File: src/rtl/kpad_ctrl_if.sv
// Signal bundle between the keypad scanner, the sequencing controller and the display.
// The slave side is the controller; the master side drives the press reports.
interface kpad_ctrl_if;
    logic       key_en;
    logic [3:0] row_pressed;
    logic [3:0] col;
    logic       scan_tick;
    logic [3:0] digit_new;
    logic [3:0] digit_old;
    logic       key_valid;
    logic       busy;

    modport master (
        output key_en, row_pressed, col,
        input  scan_tick, digit_new, digit_old, key_valid, busy
    );

    modport slave (
        input  key_en, row_pressed, col,
        output scan_tick, digit_new, digit_old, key_valid, busy
    );
endinterface

File: src/rtl/kpad_ctrl.sv
// Keypad sequencing controller: scan-tick divider, press/release debounce and
// hex decode with a two-digit history, one accepted digit per physical press.
module kpad_ctrl #(
    parameter int SCAN_DIV       = 50000,
    parameter int DEBOUNCE_TICKS = 20
) (
    input  logic       clk,
    input  logic       reset,
    kpad_ctrl_if.slave kp
);
    localparam int DW = $clog2(SCAN_DIV);
    localparam int CW = $clog2(DEBOUNCE_TICKS + 1);
    localparam logic [DW-1:0] DIV_LAST = DW'(SCAN_DIV - 1);
    localparam logic [CW-1:0] CNT_LAST = CW'(DEBOUNCE_TICKS - 1);

    typedef enum logic [2:0] {
        IDLE,
        DEBOUNCE,
        ACCEPT,
        HOLD,
        RELEASE
    } state_t;

    state_t        state_reg, state_next;
    logic [DW-1:0] div_reg;
    logic [CW-1:0] cnt_reg, cnt_next;
    logic [3:0]    cap_row_reg, cap_row_next;
    logic [3:0]    cap_col_reg, cap_col_next;
    logic [3:0]    digit_new_reg, digit_new_next;
    logic [3:0]    digit_old_reg, digit_old_next;
    logic          tick;
    logic          held;

    function automatic logic one_hot(input logic [3:0] v);
        return (v != 4'd0) && ((v & (v - 4'd1)) == 4'd0);
    endfunction

    // Captured buses are guaranteed one-hot, so a 2-bit index is an OR of bit pairs.
    function automatic logic [3:0] decode(input logic [3:0] row, input logic [3:0] c);
        logic [1:0] ri;
        logic [1:0] ci;
        logic [3:0] code;
        ri = {row[3] | row[2], row[3] | row[1]};
        ci = {c[3] | c[2], c[3] | c[1]};
        case ({ri, ci})
            4'h0: code = 4'h1;
            4'h1: code = 4'h2;
            4'h2: code = 4'h3;
            4'h3: code = 4'hA;
            4'h4: code = 4'h4;
            4'h5: code = 4'h5;
            4'h6: code = 4'h6;
            4'h7: code = 4'hB;
            4'h8: code = 4'h7;
            4'h9: code = 4'h8;
            4'hA: code = 4'h9;
            4'hB: code = 4'hC;
            4'hC: code = 4'hE;
            4'hD: code = 4'h0;
            4'hE: code = 4'hF;
            default: code = 4'hD;
        endcase
        return code;
    endfunction

    assign tick = (div_reg == DIV_LAST);
    assign held = ((kp.col & cap_col_reg) != 4'd0);

    always_ff @(posedge clk or negedge reset) begin
        if (!reset) begin
            div_reg <= '0;
        end else if (tick) begin
            div_reg <= '0;
        end else begin
            div_reg <= div_reg + DW'(1);
        end
    end

    always_ff @(posedge clk or negedge reset) begin
        if (!reset) begin
            state_reg     <= IDLE;
            cnt_reg       <= '0;
            cap_row_reg   <= '0;
            cap_col_reg   <= '0;
            digit_new_reg <= '0;
            digit_old_reg <= '0;
        end else begin
            state_reg     <= state_next;
            cnt_reg       <= cnt_next;
            cap_row_reg   <= cap_row_next;
            cap_col_reg   <= cap_col_next;
            digit_new_reg <= digit_new_next;
            digit_old_reg <= digit_old_next;
        end
    end

    always_comb begin
        state_next     = state_reg;
        cnt_next       = cnt_reg;
        cap_row_next   = cap_row_reg;
        cap_col_next   = cap_col_reg;
        digit_new_next = digit_new_reg;
        digit_old_next = digit_old_reg;
        case (state_reg)
            IDLE: begin
                if (kp.key_en && one_hot(kp.row_pressed) && one_hot(kp.col)) begin
                    cap_row_next = kp.row_pressed;
                    cap_col_next = kp.col;
                    cnt_next     = '0;
                    state_next   = DEBOUNCE;
                end
            end
            DEBOUNCE: begin
                // A drop in held beats a coincident tick.
                if (!held) begin
                    state_next = IDLE;
                end else if (tick) begin
                    cnt_next = cnt_reg + CW'(1);
                    if (cnt_reg == CNT_LAST) begin
                        state_next     = ACCEPT;
                        digit_old_next = digit_new_reg;
                        digit_new_next = decode(cap_row_reg, cap_col_reg);
                    end
                end
            end
            ACCEPT: begin
                state_next = HOLD;
            end
            HOLD: begin
                if (!held) begin
                    cnt_next   = '0;
                    state_next = RELEASE;
                end
            end
            RELEASE: begin
                if (held) begin
                    state_next = HOLD;
                end else if (tick) begin
                    cnt_next = cnt_reg + CW'(1);
                    if (cnt_reg == CNT_LAST) begin
                        state_next = IDLE;
                    end
                end
            end
            default: begin
                state_next = IDLE;
            end
        endcase
    end

    assign kp.scan_tick = tick;
    assign kp.digit_new = digit_new_reg;
    assign kp.digit_old = digit_old_reg;
    assign kp.key_valid = (state_reg == ACCEPT);
    assign kp.busy      = (state_reg != IDLE);
endmodule

File: src/flat_wrapper.sv
// flat-port wrapper written by rule: the top's interface ports become plain ports
module kpad_ctrl_flat 
#(
    parameter int SCAN_DIV       = 50000,
    parameter int DEBOUNCE_TICKS = 20
)
  (clk, reset, kp_key_en, kp_row_pressed, kp_col, kp_scan_tick, kp_digit_new, kp_digit_old, kp_key_valid, kp_busy);
  kpad_ctrl_if kp_i ();
  input  logic clk;
  input  logic reset;
  input wire logic [$bits(kp_i.key_en)-1:0] kp_key_en;
  input wire logic [$bits(kp_i.row_pressed)-1:0] kp_row_pressed;
  input wire logic [$bits(kp_i.col)-1:0] kp_col;
  output wire logic [$bits(kp_i.scan_tick)-1:0] kp_scan_tick;
  output wire logic [$bits(kp_i.digit_new)-1:0] kp_digit_new;
  output wire logic [$bits(kp_i.digit_old)-1:0] kp_digit_old;
  output wire logic [$bits(kp_i.key_valid)-1:0] kp_key_valid;
  output wire logic [$bits(kp_i.busy)-1:0] kp_busy;
  assign kp_i.key_en = kp_key_en;
  assign kp_i.row_pressed = kp_row_pressed;
  assign kp_i.col = kp_col;
  assign kp_scan_tick = kp_i.scan_tick;
  assign kp_digit_new = kp_i.digit_new;
  assign kp_digit_old = kp_i.digit_old;
  assign kp_key_valid = kp_i.key_valid;
  assign kp_busy = kp_i.busy;
  kpad_ctrl #(.SCAN_DIV(SCAN_DIV), .DEBOUNCE_TICKS(DEBOUNCE_TICKS)) u_core (.clk(clk), .reset(reset), .kp(kp_i));
endmodule
File: config.mk
export PLATFORM = sky130hd
export DESIGN_NAME = kpad_ctrl_flat
export DESIGN_NICKNAME = d
export VERILOG_FILES = /design/src/rtl/kpad_ctrl_if.sv /design/src/rtl/kpad_ctrl.sv /design/src/flat_wrapper.sv
export SDC_FILE = /design/constraint.sdc
export NUM_CORES = 1
export LEC_CHECK = 0
export ABC_AREA = 0
export BUFFER_PORTS_ARGS = -buffer_cell sky130_fd_sc_hd__buf_2
export CAP_MARGIN = 0
export CORE_UTILIZATION = 39
export DETAILED_ROUTE_END_ITERATION = 10
export HOLD_SLACK_MARGIN = 0.06
export PLACE_DENSITY = 0.6
export SLEW_MARGIN = 20
export SYNTH_ARGS = -nofsm -noshare
export SYNTH_HDL_FRONTEND = slang
export SYNTH_SLANG_ARGS = --single-unit
File: constraint.sdc
create_clock -name clk -period 3.1 [get_ports clk]
set_clock_uncertainty 0.05 [all_clocks]
set_input_delay 0.155 -clock clk [delete_from_list [all_inputs] [get_ports clk]]
set_output_delay 0.155 -clock clk [all_outputs]
set_load 0.02 [all_outputs]
**Word level (Yosys, flattened, before mapping)**

Memory sizes are Yosys's and may differ from the RTL's. A register that Yosys moved wholly into a read port is not among the register bits.
Index checks and enable logic that the tools add are counted.
Widths: inputs -> output; s select.

- Add/subtract/negate cells: 4
- Equality and inequality tests: 14
- Mux-type cells: 16
- Bitwise logic cells: 7
- Reductions and logical operators: 17

Operators with widths:

| kind | count |
|---|---|
| $mux 5 | 5 |
| $mux 3 | 8 |
| $pmux 5 s4 | 1 |
| $add 16x1->16 const B | 1 |
| $eq 16x16->1 const B | 1 |
| $mux 16 | 1 |
| $reduce_bool 4->1 | 4 |
| $pmux 3 s5 | 1 |
| $and 4x4->4 | 3 |
| $logic_not 4->1 | 2 |
| $sub 4x1->4 const B | 2 |
| $eq 3x2->1 const B | 2 |
| $ne 3x3->1 const B | 2 |
| $reduce_and 6->1 | 1 |
| $add 5x1->5 const B | 1 |
| $eq 5x5->1 const B | 1 |
| $reduce_and 5->1 | 1 |
| $logic_and 1x1->1 | 4 |
| $ne 2x1->1 const B | 2 |
| $ne 2x2->1 const B | 2 |
| $or 1x1->1 | 4 |
| $reduce_and 4->1 | 1 |
| $eq 3x1->1 const B | 1 |
| $eq 3x3->1 const B | 1 |
| 6 further kinds | 6 |

- Register bits after elaboration: 36
- Bits in read-only memories: 64
- Input port bits: 11
- Output and inout bits: 11
- Logic and storage cells: 65
- Memories: 1

Memories:

| memory | words | width | read ports | clocked after memory_dff | wr ports | line | RTL |
|---|---|---|---|---|---|---|---|
| (name not given) | 16 | 4 | 1 | 1 | 0 | kpad_ctrl.sv:45 | `case ({ri, ci})` |

**Depth between registers and ports, before layout**

Gate-level depths: netlist of the first run.

- Word-level depth: 8
- Gate-level depth with buffers: 7
- Depth with buffers taken out: 7

**Least setup slack after synthesis of the first run**

Ideal clock, no wire load.

- Path kind: register to register
- From: register u_core.div_reg[11]
- To: register u_core.digit_old_reg[2], in the netlist u_core.kp.digit_old[2]
- Setup time: 125 ps
- Arrival: 1967 ps
- Required time: 2925 ps
- Slack: 958 ps
- Stages on the path, launching flop included: 6
- Buffers on the path: 1
- Period minus slack after synthesis: 2142 ps
- Path through: dfrtp_1 > or4b_4 > nor4_4 > nand4_2 > buf_6 > mux2_4

- Cells in the longest elaborated chain, start to end: 2

Ends and longest elaborated chain:

| what | line | RTL |
|---|---|---|
| from (decl) | kpad_ctrl.sv:25 | `logic [DW-1:0] div_reg;` |
| from (signal assigned) | kpad_ctrl.sv:75 | `div_reg <= div_reg + DW'(1);` |
| $eq 16x16->1 | kpad_ctrl.sv:66 | `assign tick = (div_reg == DIV_LAST);` |
| $reduce_and 4->1 (no line) | n/a |  |
| to (signal assigned) | kpad_ctrl.sv:93 | `digit_old_reg <= digit_old_next;` |
| to (decl) | kpad_ctrl.sv:30 | `logic [3:0] digit_old_reg, digit_old_next;` |

No other way between the ends.
A chain may end at the register's enable or synchronous reset.

**Worst setup path in the final report of the first run**

- From: register u_core.div_reg[11]
- To: output port kp_scan_tick

- Cells in the longest elaborated chain, start to end: 1

Ends and longest elaborated chain:

| what | line | RTL |
|---|---|---|
| $eq 16x16->1 | kpad_ctrl.sv:66 |  |
| to (decl) | flat_wrapper.sv:14 | `output wire logic [$bits(kp_i.scan_tick)-1:0] kp_scan_tick;` |

No other way between the ends.

==> results of run 1 <==
-- cell type report --
type                            count  area, sq um
Clock buffer                        7         76.3
Clock inverter                      1         5.00
Fill cell                         516         2780
Inverter                            8         30.0
Multi-Input combinational cell    155         1060
Sequential cell                    39          976
Tap cell                           70         87.6
Timing Repair Buffer               23          123
-- cell families after synthesis --
logic type                 count (synthesis)
DFF                                       39
buffers and inverters                     15
xor gates and xnor gates                  16
and+or+nand+nor                           81
muxes                                     13
AOI/OAI and AO/OA                         38
adders and majority gates                  7
-- power groups by stage --
stage               registers, W  clock network, W  logic, W
detailed placement      0.000707                 0  0.000561
floorplan               0.000633                 0  0.000501
finish                  0.000701          0.000321  0.000558
global route            0.000718          0.000355  0.000634
global placement        0.000708                 0  0.000560
CTS                     0.000697          0.000335  0.000565
-- path summary, 6_finish.rpt --
kind,to
hold reg to reg,u_core.div_reg[0]
min in group asynchronous,u_core.div_reg[2]
setup / recovery,kp_scan_tick
max in group asynchronous,u_core.kp.digit_old[1]
hold / removal,u_core.cap_row_reg[1]
setup reg to reg,u_core.kp.digit_old[2]
-- stage by stage --
stage / power, W / util [%] / instances / hold slack, ns / area (sq um)
after floorplan: 0.00113 / - / 209 / -0.191 / 2100
after global placement: 0.00127 / 44.1 / 294 / 0.275 / 2270
after detailed placement: 0.00127 / 44.1 / 294 / 0.274 / 2270
after CTS: 0.00160 / 45.9 / 303 / 0.0686 / 2360
after global routing: 0.00171 / 45.9 / 303 / 0.0860 / 2360
final: 0.00158 / 45.9 / 303 / 0.0786 / 2360
-- metal layers --
layer / vias up / part of all wire, % / track usage (%)
met4: 0 / 0.48 / 5.14
li1: 797 / - / -
met3: 4 / 2.8 / 3.57
met1: 767 / 53 / 21.1
met2: 15 / 44 / 22.0
met5: - / 0 / 0
-- critical path, stage by stage, from the launching register on --
cell and delay, ns:
dfrtp_1 0.43, or4b_4 0.56, nor4_4 0.44, buf_4 0.26
buf_2 0.18
-- what timing repair did --
action / 4_1_cts / 5_1_grt
hold endpoints to repair: 39 / 0
setup buffers: 0 / 0
hold buffers: 1 / 0
-- Yosys cell counts (4+ instances only) --
| cell type | number | area, sq um |
|---|---|---|
| ha_1 | 7 | 87.6 |
| xnor2_1 | 4 | 35.0 |
| a22oi_1 | 5 | 37.5 |
| a21oi_1 | 6 | 30.0 |
| inv_1 | 8 | 30.0 |
| xor2_1 | 12 | 105 |
| dfrtp_1 | 39 | 976 |
| nor2_1 | 26 | 97.6 |
| nor3_1 | 7 | 35.0 |
| a31oi_1 | 5 | 31.3 |
| nand4_1 | 4 | 25.0 |
| nand3_1 | 12 | 60.1 |
| o21ai_0 | 6 | 30.0 |
| nand2_1 | 15 | 56.3 |
| clkbuf_1 | 6 | 22.5 |
| mux2_2 | 9 | 101 |
==> impl_metrics.json, run 1 <==
{
  "status": "finished, final reports clean",
  "numClockSinks": 39,
  "drt-wirelength-per-cell_microns": 12.4,
  "drt-total-wl_mm": 3.76,
  "layout_min_cycle_time_ns": 2.37,
  "grt_pass1_vias": 1396,
  "dr.pass1.iters": 4,
  "yosys-mux-area-fraction_pct": 7.21,
  "p_sw_w": 0.000597,
  "drt_iter0_drc": 48,
  "clock_path_buffers": 2,
  "cts_resized": 0,
  "nets": 250,
  "ys_warn_count": 0,
  "synthFlopType": "dfrtp_1",
  "ant_nets": 0,
  "startpoint_type": "register",
  "die_w_microns": 75.4,
  "largest_reg_flops": 16,
  "powerDensity_nw_per_um2": 670,
  "floorplan.initialDensity_pct": 40.9,
  "synth_edf_count": 0,
  "rows": 26,
  "cts_tree": "built",
  "startpoint": "u_core.div_reg[11]",
  "hold_viol_final": 0,
  "crit_fanout": 10,
  "peakVddDrop_uv": 423,
  "netlist_instances": 209,
  "synth_cell_types": 43,
  "gp_congestion": 0.823,
  "grt-ovfl-total": 0,
  "yosysSeqAreaShare_pct": 46.5,
  "htreeDepth": 2,
  "vias": 1583,
  "antenna_found_initial": 0,
  "diodes": 0,
  "syn_avg_cell_area_sq_um": 10.1,
  "clkTransAtPathRegs_ns": 0.07,
  "routed_via_density": 5.22,
  "grt_first_pass_wirelength_mm": 6.29,
  "worstSkewPairLatency_ns": 0.28,
  "p_int_w": 0.000983,
  "die_y_microns": 75.4,
  "dp_hpwl_mm": 2.67,
  "clockPowerShare_pct": 20.3,
  "hp-class": "in -> reg",
  "area_delta_synth_final_pct": 12.3,
  "dp_slack_ns": 0.696,
  "rsz0062_at_grt": "false",
  "drc": 0,
  "switching_share_pct": 37.8,
  "combPwrFrac_pct": 35.3,
  "synth-compound-area-share_pct": 12.6,
  "drive_gt1_share_pct": 18.5,
  "r2r_slack_ns": 0.74,
  "synth_fa_ha_area_share_pct": 4.17,
  "most-common-layout-cells": "39 x dfrtp_1, 26 x nor2_1, 21 x buf_2, 15 x nand2_1",
  "power_frac_seq_pct": 44.4,
  "rr_worst_depth": 4,
  "worstMarginPinSlew_ns": 0.857,
  "cap_violations": 0,
  "fin_crit_sh_pct": 76.4,
  "clockRootBuffer": "clkbuf_8",
  "syn_area_sq_um": 2100,
  "timing.final.max_slew_violations": 0,
  "min_from": "kp_row_pressed[1]",
  "setup_viol": 0,
  "timing.fmax_mhz": 422,
  "p_leak_nw": 1.16,
  "yosys_register_bits": 39,
  "finalWorstSetupSlack_ns": 0.732,
  "cp_data_required_time_ns": 2.89,
  "synth_xor_area_share_pct": 6.67,
  "tns_ns": 0,
  "critical_path_class": "reg -> out",
  "grt_max_degree": 40,
  "synth_nets": 227,
  "synth_top_family_by_area": "simple AND/OR/NAND/NOR gates",
  "cp.arrival_ns": 2.16,
  "hold_depth": 2,
  "slew_headroom_pct": 42.9,
  "io-pin-count": 22,
  "design.core.area_sq_um": 5140,
  "mostFrequentLayoutCell": "dfrtp_1",
  "grt.total_usage_pct": 14.8,
  "end_kind": "output port",
  "synth_simple_gate_area_share_pct": 19.9,
  "port_buffers": 21,
  "synth_async_sr_flop_share_pct": 100,
  "dieArea_sq_um": 5680,
  "cts_buffers": 5,
  "r2r-start": "u_core.div_reg[11]"
}
No activity file was read; power rests on OpenSTA's default activity.
==> inputs of run 2 (changes only) <==
==> constraint.sdc (replaced) <==
create_clock -name clk -period 2.35 [get_ports clk]
set_clock_uncertainty 0.05 [all_clocks]
set_input_delay 0.1175 -clock clk [delete_from_list [all_inputs] [get_ports clk]]
set_output_delay 0.1175 -clock clk [all_outputs]
set_load 0.02 [all_outputs]
==> impl_metrics.json, run 2 (synthesized netlist as in run 1, its figures left out) <==
{
  "slowest_delay_ns": 0.59,
  "cts_resized": 0,
  "drive_gt1_share_pct": 20.3,
  "vias": 1639,
  "end_kind": "register",
  "mostFrequentLayoutCell": "dfrtp_1",
  "die_y_microns": 75.4,
  "layout_min_cycle_time_ns": 2.19,
  "met3_usage_pct": 3.57,
  "cts_tree": "built",
  "gp_congestion": 0.860,
  "drt-total-wl_mm": 3.99,
  "critical_path_class": "reg -> reg",
  "peakVddDrop_uv": 472,
  "cp_data_required_time_ns": 2.52,
  "tns_ns": 0,
  "critPathSlowestCell": "or4b_1",
  "top_usage_layer": "met2",
  "worstSkewPairLatency_ns": 0.29,
  "dr.pass1.iters": 4,
  "powerDensity_nw_per_um2": 965,
  "numClockSinks": 39,
  "use_met1_pct": 21.0,
  "die_w_microns": 75.4,
  "most-common-layout-cells": "39 x dfrtp_1, 26 x nor2_1, 21 x buf_2, 15 x nand2_1",
  "hp-class": "in -> reg",
  "slew_headroom_pct": 42.6,
  "worstMarginPinSlew_ns": 0.861,
  "grt_first_pass_wirelength_mm": 6.50,
  "rsz0062_at_grt": "false",
  "cp.buffers_inverters": 1,
  "clkTransAtPathRegs_ns": 0.08,
  "setup_viol": 0,
  "io-pin-count": 22,
  "drt_iter0_drc": 64,
  "use_met2_pct": 22.7,
  "clockPowerShare_pct": 27.8,
  "p_leak_nw": 1.22,
  "area_delta_synth_final_pct": 17.9,
  "port_buffers": 21,
  "design.core.area_sq_um": 5140,
  "total_power_w": 0.00239,
  "rows": 26,
  "cap_violations": 0,
  "drc": 0,
  "antenna_found_initial": 0,
  "largest_reg_flops": 16,
  "power_frac_seq_pct": 37.1,
  "clock_path_buffers": 2,
  "crit_fanout": 15,
  "status": "finished, final reports clean",
  "diodes": 0,
  "r2r_slack_ns": 0.16,
  "fin_crit_sh_pct": 93.1,
  "dieArea_sq_um": 5680,
  "path_delay_family": "simple AND/OR/NAND/NOR gates",
  "grt.total_usage_pct": 15.4,
  "floorplan.initialDensity_pct": 40.9,
  "ant_nets": 0,
  "dp_hpwl_mm": 2.81,
  "cts_buffers": 5,
  "timing.final.max_slew_violations": 0,
  "nets": 258,
  "htreeDepth": 2,
  "clockRootBuffer": "clkbuf_8",
  "hold_viol_final": 0,
  "routed_via_density": 5.27,
  "cp.arrival_ns": 2.35,
  "post_cts_buffers": 0,
  "p_sw_w": 0.000834,
  "grt_pass1_vias": 1430,
  "startpoint_type": "register",
  "grt_max_degree": 40,
  "grt-ovfl-total": 0,
  "drt-wirelength-per-cell_microns": 12.8,
  "p_int_w": 0.00156,
  "switching_share_pct": 34.9,
  "crit_chain": "or4b_1, nor4_4, buf_4, nand3_1, nand4_1, mux2i_1",
  "combPwrFrac_pct": 35.1,
  "timing.fmax_mhz": 457
}
run 2: changes by cell type in the layout (fill, tap and decap cells not counted), sizes merged:
cell | previous run | this run
clkbuf | 7 | 6
clkinv | 1 | 0
buf | 22 | 27
dlygate4sd3 | 1 | 4
bufinv | 0 | 2
run 2: layout make-up:
type / instances / area (sq um)
clock buffers: 6 / 72.6
repair buffers: 31 / 190
fillers: 512 / 2660
well taps: 70 / 87.6
clock inverters: 2 / 60.1
inverters: 8 / 30.0
flip-flops and latches: 39 / 976
multi-input cells: 155 / 1060
run 2: power by group through the flow:
stage | Combinational [W] | Sequential, W | Clock [W]
floorplan | 0.000662 | 0.000835 | 0
global placement | 0.000827 | 0.000899 | 0
detailed placement | 0.000835 | 0.000900 | 0
CTS | 0.000844 | 0.000886 | 0.000679
global route | 0.000944 | 0.000907 | 0.000702
finish | 0.000840 | 0.000887 | 0.000664
run 2: final timing paths:
path / startpoint / end / cells past startpoint
setup / recovery: u_core.div_reg[12] / u_core.cnt_reg[1] / 6
hold / removal: kp_col[1] / u_core.cap_col_reg[1] / 2
setup reg to reg: u_core.div_reg[12] / u_core.cnt_reg[1] / 6
hold reg to reg: u_core.div_reg[0] / u_core.div_reg[0] / 1
max in group asynchronous: reset / u_core.cnt_reg[1] / 2
min in group asynchronous: reset / u_core.div_reg[6] / 2
run 2: layer usage:
layer,wire (microns),vias up
met5,0,-
met4,99,0
met3,133,8
met2,1740,29
met1,2020,789
li1,-,813
run 2: metrics by stage:
step	hold slack [ns]	instance area, sq um	utilization, %	instances	worst slack, ns
final	0.0666	2480	48.2	311	0.163
after global routing	0.0781	2480	48.2	311	0.0102
after CTS	0.0616	2480	48.2	311	0.145
after detailed placement	0.236	2300	44.8	299	0.168
after global placement	0.248	2300	44.8	299	0.199
after floorplan	-0.228	2100	-	209	0.208
run 2: what timing repair did:
action / 4_1_cts / 5_1_grt
setup endpoints to repair: 0 / 1
hold buffers: 4 / 0
endpoints found under the hold margin: 42 / 0
==> inputs of run 3 (changes only) <==
--- a/config.mk
+++ b/config.mk
@@ -8,10 +8,12 @@
 export ABC_AREA = 0
 export BUFFER_PORTS_ARGS = -buffer_cell sky130_fd_sc_hd__buf_2
 export CAP_MARGIN = 0
-export CORE_UTILIZATION = 39
+export CELL_PAD_IN_SITES_DETAIL_PLACEMENT = 1
+export CELL_PAD_IN_SITES_GLOBAL_PLACEMENT = 2
+export CORE_UTILIZATION = 37
 export DETAILED_ROUTE_END_ITERATION = 10
 export HOLD_SLACK_MARGIN = 0.06
-export PLACE_DENSITY = 0.6
+export PLACE_DENSITY = 0.81
 export SLEW_MARGIN = 20
 export SYNTH_ARGS = -nofsm -noshare
 export SYNTH_HDL_FRONTEND = slang
==> impl_metrics.json, run 3 (synthesized netlist as in run 1, its figures left out) <==
{
  "drt_iter0_drc": 50,
  "layout_min_cycle_time_ns": 2.24,
  "die_y_microns": 77.4,
  "critical_path_class": "reg -> reg",
  "grt_max_degree": 40,
  "cp.arrival_ns": 2.40,
  "nets": 258,
  "numClockSinks": 39,
  "p_leak_nw": 1.21,
  "end_kind": "register",
  "setup_viol": 0,
  "grt.total_usage_pct": 17.5,
  "slowest_delay_ns": 0.56,
  "most-common-layout-cells": "39 x dfrtp_1, 26 x nor2_1, 21 x buf_2, 15 x nand2_1",
  "clockPowerShare_pct": 24.6,
  "p_int_w": 0.00142,
  "worstSkewPairLatency_ns": 0.29,
  "timing.final.max_slew_violations": 0,
  "port_buffers": 21,
  "htreeDepth": 2,
  "dieArea_sq_um": 5980,
  "floorplan.initialDensity_pct": 38.4,
  "dp_hpwl_mm": 3.36,
  "hp-class": "in -> reg",
  "dp_cells": 301,
  "drt-total-wl_mm": 4.65,
  "diodes": 0,
  "grt_first_pass_wirelength_mm": 8.31,
  "cts_tree": "built",
  "mostFrequentLayoutCell": "dfrtp_1",
  "r2r-start": "u_core.div_reg[11]",
  "design.core.area_sq_um": 5470,
  "fin_crit_sh_pct": 95.2,
  "clock_path_buffers": 2,
  "clkTransAtPathRegs_ns": 0.08,
  "p_sw_w": 0.000846,
  "r2r_slack_ns": 0.11,
  "ant_nets": 0,
  "startpoint": "u_core.div_reg[11]",
  "final_util_pct": 44.9,
  "die_w_microns": 77.4,
  "critPathSlowestCell": "or4b_4",
  "holdPathEnd": "u_core.cap_col_reg[0]",
  "vias": 1677,
  "rr_worst_depth": 6,
  "cp_data_required_time_ns": 2.51,
  "post_cts_buffers": 0,
  "rsz0062_at_grt": "false",
  "drc": 0,
  "hold_depth": 2,
  "dr.pass1.iters": 4,
  "status": "finished, final reports clean",
  "min_from": "kp_col[0]",
  "worstMarginPinSlew_ns": 0.884,
  "cap_violations": 0,
  "area_delta_synth_final_pct": 17.1,
  "drive_gt1_share_pct": 20.7,
  "tns_ns": 0,
  "hold_viol_final": 0,
  "routed_via_density": 5.36,
  "peakVddDrop_uv": 313,
  "crit_chain": "or4b_4, nor4_4, buf_4, o211a_1, a41oi_1, a31oi_1",
  "grt-ovfl-total": 0,
  "cts_buffers": 5,
  "layout.cells.non_filler": 313,
  "clockRootBuffer": "clkbuf_8",
  "rows": 27,
  "io-pin-count": 22,
  "drt-wirelength-per-cell_microns": 14.8,
  "gp_congestion": 0.773,
  "rr_endpoint": "u_core.cnt_reg[3]",
  "timing.fmax_mhz": 447,
  "largest_reg_flops": 16,
  "powerDensity_nw_per_um2": 923,
  "startpoint_type": "register",
  "crit_fanout": 15,
  "switching_share_pct": 37.3,
  "combPwrFrac_pct": 35.6,
  "slew_headroom_pct": 41.1,
  "antenna_found_initial": 0,
  "power_frac_seq_pct": 39.8,
  "grt_pass1_vias": 1791
}
run 3: cell count changes in the layout (fill, tap and decap cells not counted):
cell       delta
bufinv_16     -1
clkbuf_1      -1
clkinv_2      +1
clkinv_4      +1
run 3: area by class of cell:
type | instances | area, sq um
clock buffer | 5 | 68.8
sequential | 39 | 976
multi-input combinational | 155 | 1060
fill | 653 | 3010
inverter | 8 | 30.0
clock inverter | 3 | 43.8
timing repair buffer | 31 | 190
tap | 72 | 90.1
run 3: power groups by stage:
stage | Clock (W) | Combinational (W) | Sequential, W
2_1_floorplan | 0 | 0.000662 | 0.000835
6_report | 0.000559 | 0.000808 | 0.000903
3_3_place_gp | 0 | 0.000796 | 0.000913
4_1_cts | 0.000582 | 0.000823 | 0.000902
5_1_grt | 0.000607 | 0.000918 | 0.000923
3_5_place_dp | 0 | 0.000812 | 0.000918
run 3: repair_timing:
action	CTS	global route
resized for setup	0	0
hold buffers	4	0
hold endpoints to repair	42	0
run 3: per-stage QoR:
step	setup slack, ns	area (sq um)	hold WS, ns	power, W
after floorplan	0.208	2100	-0.228	0.00150
final	0.112	2460	0.0709	0.00227
after global routing	0.0000735	2460	0.0796	0.00245
after detailed placement	0.129	2310	0.251	0.00173
after CTS	0.109	2460	0.0625	0.00231
after global placement	0.171	2310	0.244	0.00171
run 3: per-layer routing:
| layer | wire [microns] | up-vias | global-route usage [%] | share of wire, % |
|---|---|---|---|---|
| met1 | 2120 | 840 | 21.6 | 46 |
| met2 | 2360 | 17 | 30.5 | 51 |
| met5 | 0 | - | 0 | 0 |
| met4 | 58 | 0 | 6.23 | 1.2 |
| li1 | - | 815 | - | - |
| met3 | 106 | 5 | 3.29 | 2.3 |
run 3: worst max-delay path: cells and delay by family, from the launching register on:
family | cells | cell delay [ns]
simple gates | 2 | 0.86
compound gates | 3 | 0.56
flops | 1 | 0.43
buf+inv | 1 | 0.26
run 3: worst max path at each step:
| stage | slack [ns] | end | depth (start not counted) |
|---|---|---|---|
| floorplan | 0.21 | u_core.kp.digit_old[2] | 5 |
| global placement | 0.17 | u_core.cnt_reg[1] | 6 |
| detailed placement | 0.13 | u_core.cnt_reg[4] | 6 |
| CTS | 0.11 | u_core.cnt_reg[3] | 6 |
| global route | 0.00007 | u_core.cnt_reg[1] | 6 |
| finish | 0.11 | u_core.cnt_reg[3] | 6 |
